## src/rtl/uart_rx_sampler.sv

```systemverilog
// 8N1 serial receiver front end: 2-flop sync, 3-sample majority vote, bit-timing FSM,
// framing-error and line-break detection. One-cycle stop strobe per good byte.
module uart_rx_sampler #(
  parameter int CLKS_PER_BIT = 104,
  parameter int HALF_BIT     = CLKS_PER_BIT / 2,
  parameter int BREAK_BITS   = 12
) (
  input  logic       clk,
  input  logic       reset,
  input  logic       rx,
  output logic [7:0] out,
  output logic       stop,
  output logic       frame_err,
  output logic       break_det,
  output logic       active
);

  localparam int CW  = $clog2(CLKS_PER_BIT);
  localparam int BRK = BREAK_BITS * CLKS_PER_BIT;
  localparam int LW  = $clog2(BRK + 1);

  localparam logic [CW-1:0] CNT_HALF = CW'(HALF_BIT - 1);
  localparam logic [CW-1:0] CNT_BIT  = CW'(CLKS_PER_BIT - 1);
  localparam logic [LW-1:0] LOW_MAX  = LW'(BRK);
  localparam logic [LW-1:0] LOW_HIT  = LW'(BRK - 1);

  typedef enum logic [2:0] {
    IDLE      = 3'd0,
    START     = 3'd1,
    DATA      = 3'd2,
    STOP      = 3'd3,
    WAIT_HIGH = 3'd4
  } state_t;

  typedef struct packed {
    logic [7:0] data;
    logic       stop;
    logic       ferr;
  } rx_rsp_t;

  state_t        state, state_n;
  logic [CW-1:0] cnt, cnt_n;
  logic [2:0]    bidx, bidx_n;
  logic [7:0]    shreg, shreg_n;
  rx_rsp_t       rsp, rsp_n;

  logic [1:0]    sync;
  logic [1:0]    hist;
  logic          rx_s;
  logic          vote;
  logic [LW-1:0] lowcnt;

  assign rx_s = sync[1];
  assign vote = (rx_s & hist[0]) | (rx_s & hist[1]) | (hist[0] & hist[1]);

  // Line idles high, so sync and vote history reset to 1 to avoid a false start.
  always_ff @(posedge clk or posedge reset) begin
    if (reset) begin
      sync <= 2'b11;
      hist <= 2'b11;
    end else begin
      sync <= {sync[0], rx};
      hist <= {hist[0], rx_s};
    end
  end

  always_ff @(posedge clk or posedge reset) begin
    if (reset) begin
      state <= IDLE;
      cnt   <= '0;
      bidx  <= '0;
      shreg <= '0;
      rsp   <= '0;
    end else begin
      state <= state_n;
      cnt   <= cnt_n;
      bidx  <= bidx_n;
      shreg <= shreg_n;
      rsp   <= rsp_n;
    end
  end

  always_comb begin
    state_n   = state;
    cnt_n     = cnt + 1'b1;
    bidx_n    = bidx;
    shreg_n   = shreg;
    rsp_n     = rsp;
    rsp_n.stop = 1'b0;
    rsp_n.ferr = 1'b0;
    unique case (state)
      IDLE: begin
        cnt_n = '0;
        if (!rx_s) state_n = START;
      end
      START: begin
        if (cnt == CNT_HALF) begin
          cnt_n = '0;
          if (vote) begin
            state_n = IDLE;
          end else begin
            state_n = DATA;
            bidx_n  = '0;
          end
        end
      end
      DATA: begin
        if (cnt == CNT_BIT) begin
          cnt_n   = '0;
          shreg_n = {vote, shreg[7:1]};
          bidx_n  = bidx + 3'd1;
          if (bidx == 3'd7) state_n = STOP;
        end
      end
      STOP: begin
        if (cnt == CNT_BIT) begin
          cnt_n = '0;
          if (vote) begin
            state_n    = IDLE;
            rsp_n.data = shreg;
            rsp_n.stop = 1'b1;
          end else begin
            state_n    = WAIT_HIGH;
            rsp_n.ferr = 1'b1;
          end
        end
      end
      WAIT_HIGH: begin
        // Hold off until the line is released so a stuck-low line can't retrigger.
        cnt_n = '0;
        if (rx_s) state_n = IDLE;
      end
      default: begin
        state_n = IDLE;
        cnt_n   = '0;
      end
    endcase
  end

  always_ff @(posedge clk or posedge reset) begin
    if (reset) begin
      lowcnt    <= '0;
      break_det <= 1'b0;
    end else if (rx_s) begin
      lowcnt    <= '0;
      break_det <= 1'b0;
    end else begin
      if (lowcnt != LOW_MAX) lowcnt <= lowcnt + 1'b1;
      if (lowcnt == LOW_HIT) break_det <= 1'b1;
    end
  end

  assign out       = rsp.data;
  assign stop      = rsp.stop;
  assign frame_err = rsp.ferr;
  assign active    = (state != IDLE);

endmodule

```

## config.mk

```make
export PLATFORM = sky130hd
export DESIGN_NAME = uart_rx_sampler
export DESIGN_NICKNAME = d
export VERILOG_FILES = /design/src/rtl/uart_rx_sampler.sv
export SDC_FILE = /design/constraint.sdc
export NUM_CORES = 1
export LEC_CHECK = 0
export ABC_AREA = 0
export BUFFER_PORTS_ARGS = -buffer_cell sky130_fd_sc_hd__buf_2
export CORE_MARGIN = 4
export CORE_UTILIZATION = 30
export DETAILED_ROUTE_END_ITERATION = 12
export PLACE_DENSITY = 0.45
export REMOVE_ABC_BUFFERS = 1
export SKIP_CTS_REPAIR_TIMING = 1
export SYNTH_ARGS = -nofsm -noshare
export SYNTH_HDL_FRONTEND = slang
export SYNTH_SLANG_ARGS = --single-unit
export TNS_END_PERCENT = 20
```

## constraint.sdc

```tcl
create_clock -name clk -period 2.1 [get_ports clk]
set_input_delay 0.21 -clock clk [delete_from_list [all_inputs] [get_ports clk]]
set_output_delay 0.21 -clock clk [all_outputs]
set_load 0.03 [all_outputs]
```

* Word-level counts from Yosys, hierarchy flattened
Cells that the tools add are included.
** Cells by class
- Reductions and logical operators :: 10
- Bitwise logic cells :: 5
- Eq/ne operators :: 16
- Muxes and demuxes :: 24
- Add/sub/neg operators :: 3
** Operators by type and width (number)
- $mux W3 :: 10
- $mux W11 :: 2
- $pmux W3 S5 :: 1
- $mux W7 :: 2
- $ne A2 B2 Y1 const B :: 7
- $pmux W7 S2 :: 1
- $add A11 B1 Y11 const B :: 1
- $eq A11 B11 Y1 const B :: 1
- $ne A11 B11 Y1 const B :: 1
- $add A7 B1 Y7 const B :: 1
- $eq A7 B6 Y1 const B :: 1
- $eq A7 B7 Y1 const B :: 1
- $eq A3 B2 Y1 const B :: 2
- $eq A3 B3 Y1 const B :: 2
- $mux W2 :: 3
- $pmux W3 S2 :: 1
- $reduce_and A6 Y1 :: 1
- $reduce_bool A2 Y1 :: 3
- $mux W1 :: 4
- $reduce_and A4 Y1 :: 1
- $add A3 B1 Y3 const B :: 1
- $and A1 B1 Y1 :: 3
- $eq A3 B1 Y1 const B :: 1
- $logic_not A3 Y1 :: 1
- 5 further kinds :: 6
** Word-level totals
- Register bits after elaboration :: 47
- Bits of input ports :: 3
- Word-level logic and storage cells :: 69

* Longest topological paths before layout
- Word-level depth :: 6
- Mapped depth :: 6

* Worst setup path before layout
Ideal clock, no wire load.
- Path type :: reg2reg
- From :: reg cnt[0]
- To :: reg rsp (netlist bit out[0])
- Path slack :: 392 ps
- Arrival time :: 1583 ps
- Period minus slack after synthesis :: 1708 ps
- Library setup time :: 125 ps
- Cell stages (with the launch flop) :: 7
- Data required time :: 1975 ps
- Cells stage by stage :: dfrtp_1 > ha_1 > and2_1 > clkbuf_4 > nand2_4 > nor3_4 > mux2_2
** Between the ends
- Longest elaborated chain between the ends :: 2
** Ends and longest elaborated chain
- from (decl) :: RTL line 42 : logic [CW-1:0] cnt, cnt_n;
- from (signal assigned) :: RTL line 76 : cnt <= cnt_n;
- $eq A7 B7 Y1 :: RTL line 116 : if (cnt == CNT_BIT) begin
- $reduce_and A3 Y1 (no source line)
- to (signal assigned) :: RTL line 79 : rsp <= rsp_n;
- to (decl) :: RTL line 45 : rx_rsp_t rsp, rsp_n;
No other way between the ends.
A chain may end at the register's enable or synchronous reset.

* Final worst setup path
- From :: reg cnt[0]
- To :: reg rsp (netlist bit out[5])
Same word-level chain as after synthesis.

==> flow_summary.ini <==
[floorplanning]
core-area_um2 = 6830
dieArea_um2 = 8470
start_util = 0.310
io_pins = 15
die_w_um = 92.0
num_rows = 30
die_y_um = 92.0

[worst_setup_path]
worstSetupPathType = flip-flop to flip-flop
rrSetupSlack_ns = 0.15
critPathMaxFanout = 9
start_kind = flip-flop
cp_data_arrival_time_ns = 2.14
worstPathRequired_ns = 2.29
worstSetupEndpointType = flip-flop
worstRegToRegCells = 5

[place]
place_hpwl_um = 2620
io_buffers = 14
place_congestion = 0.721
dp.cells = 283

[clocking]
h-tree-depth = 2
cts_buffers = 5
cts.clk_slew.worst_paths_ns = 0.09
tritoncts = done
worstSkewPairLatency_ns = 0.30
clk_path_buf_depth = 2
cts-root-buf = clkbuf_8
numClockSinks = 47

[drt]
postRouteAntennaNets = 0
drtIter0Drc = 83
drt_first_pass_iters = 4
num_vias = 1361
drt-vias-per-instance = 4.65
drc = 0
routed_wl_um = 3660
wl_per_cell_um = 12.5

[cells_and_area]
post-route-util = 0.357
drive_gt1_frac = 0.274
area_growth_pct = 15.1
nets = 204
n_fill_cell = 716
instances_no_fill = 293
antenna_cells = 0

[pwr]
vdd_drop_max_uv = 390
pwr-share-comb = 0.033
intPower_uw = 1170
swShare = 0.227
p_leak_uw = 0.00116
switchingPower_uw = 345
p_per_area_nw_per_um2 = 623
seqPwrFrac = 0.608
power.share.clock = 0.359

[yosys]
yosys.area.top_type = dfrtp_1
synth_most_common_cell = dfrtp_1
avgSynthCellArea_um2 = 12.2
synth_edf_count = 0
synth-seq-area-share = 0.558
ys_warn_count = 0
synth_area_leaders = dfrtp_1 (51%), mux2_2 (9.0%), dfstp_2 (5.0%)
synthFlopType = dfrtp_1
synth-seq-cells = 47
synth_cell_type_count = 42
synth_common_cells = dfrtp_1 (43), nor2_1 (22), mux2_2 (17)
synthCells = 174
yosysTopAreaCellShare = 0.508
synthArstFlopShare = 1.00
syn_area_um2 = 2120

[timing]
setup_tns_ns = 0
slew_headroom = 0.644
finalHoldViolations = 0
period_needed_ns = 1.95
setup_viol = 0
fmax_mhz = 514
rsz0062_at_grt = false
post-route-period-util = 0.927
worst_pin_slew_ns = 0.533
slew_viol_final = 0
finClkSkew_ns = 0.00892

[global_routing]
grt_pass1_wl_um = 6330
first_global_vias = 1335
grt_start_max_net_pins = 25
grt_overflow = 0
antenna_found_initial = 0
grt_util_met1 = 0.121
top_usage_layer = met2
met2_usage = 0.142
grtUsageTotal = 0.0923
use_met3 = 0.0279

[worst_hold_path]
min_path_type = flip-flop to flip-flop
hold_depth = 0

[outcome]
status = complete, no violations

[job]
drv_cap = 0
## placed cells by master, fill, tap and decap left out, types with 2 or more instances in the layout
cell	netlist	routed
xor2_1	11	11
buf_2	1	14
inv_1	5	4
a22o_1	3	3
xnor2_1	3	3
and3_1	3	3
dfrtp_1	43	43
nor4b_1	3	3
buf_4	0	3
dfstp_2	4	4
nand4b_1	3	3
nor2_1	22	22
clkinv_4	0	2
clkbuf_8	0	5
ha_1	5	5
a21oi_1	4	4
nand4_1	6	6
mux2_2	17	17
nand3_1	3	3
dlygate4sd3_1	0	2
and2_1	2	2
nand2b_1	2	2
nand2_1	8	8
and4bb_2	2	2
## cells by family (layout without fill, tap and decap cells)
| family | count (synthesis) | count (layout) | synth area share |
|---|---|---|---|
| muxes | 18 | 18 | 0.0951 |
| xor gates and xnor gates | 14 | 14 | 0.0579 |
| buffers and inverters | 10 | 33 | 0.0201 |
| DFF | 47 | 47 | 0.558 |
| AOI/OAI and AO/OA | 12 | 12 | 0.0402 |
| and+or+nand+nor | 67 | 67 | 0.195 |
| adders and majority gates | 6 | 6 | 0.0343 |
## final timing paths
path | startpoint | endpoint
setup / recovery | cnt[0] | out[5]
hold / removal | sync[0] | sync[1]
setup reg to reg | cnt[0] | out[5]
hold reg to reg | sync[0] | sync[1]
max in group asynchronous | reset | hist[0]
min in group asynchronous | reset | shreg[2]
## power by group through the flow
stage,clock network (µW),logic (µW),registers [µW]
after detailed placement,0,49.7,941
after global routing,608,59.7,925
after global placement,0,47.9,941
after floorplan,0,28.4,942
after CTS,569,49.9,923
final,545,50.0,923
## flip-flops by register name, indices dropped and copies added (netlist names)
name	cells
out	8
cnt	7
state	3
shreg	8
bidx	3
sync	2
hist	2
lowcnt	11
break_det	1
stop	1
frame_err	1
## layer usage
metal	vias up	wire length, µm
li1	655	-
met1	677	1740
met2	22	1730
met3	7	120
met4	0	63
met5	-	0
## critical path: stages, from the launching register on
cell     delay [ns]
dfrtp_1        0.38
ha_1           0.21
and2_1         0.30
nand2_4        0.11
nor3_4         0.45
mux2_2         0.39
## layout make-up
cell class | count | area, µm² | area share
timing repair buffer | 20 | 133 | 0.0544
clock buffer | 6 | 72.6 | 0.0298
tap | 96 | 120 | 0.0493
clock inverter | 2 | 17.5 | 0.00719
multi-input combinational | 117 | 895 | 0.367
sequential | 47 | 1180 | 0.485
inverter | 5 | 18.8 | 0.00770
## per-stage QoR
stage	cell area, µm²	worst slack [ns]	power (µW)	hold slack [ns]
2_1_floorplan	2090	0.369	970	0.214
3_3_place_gp	2330	0.207	988	0.269
3_5_place_dp	2330	0.151	991	0.285
4_1_cts	2420	0.152	1540	-0.0503
5_1_grt	2440	0.0509	1590	0.371
6_report	2440	0.153	1520	0.360
Note: power is estimated with default switching activity, not from simulation.
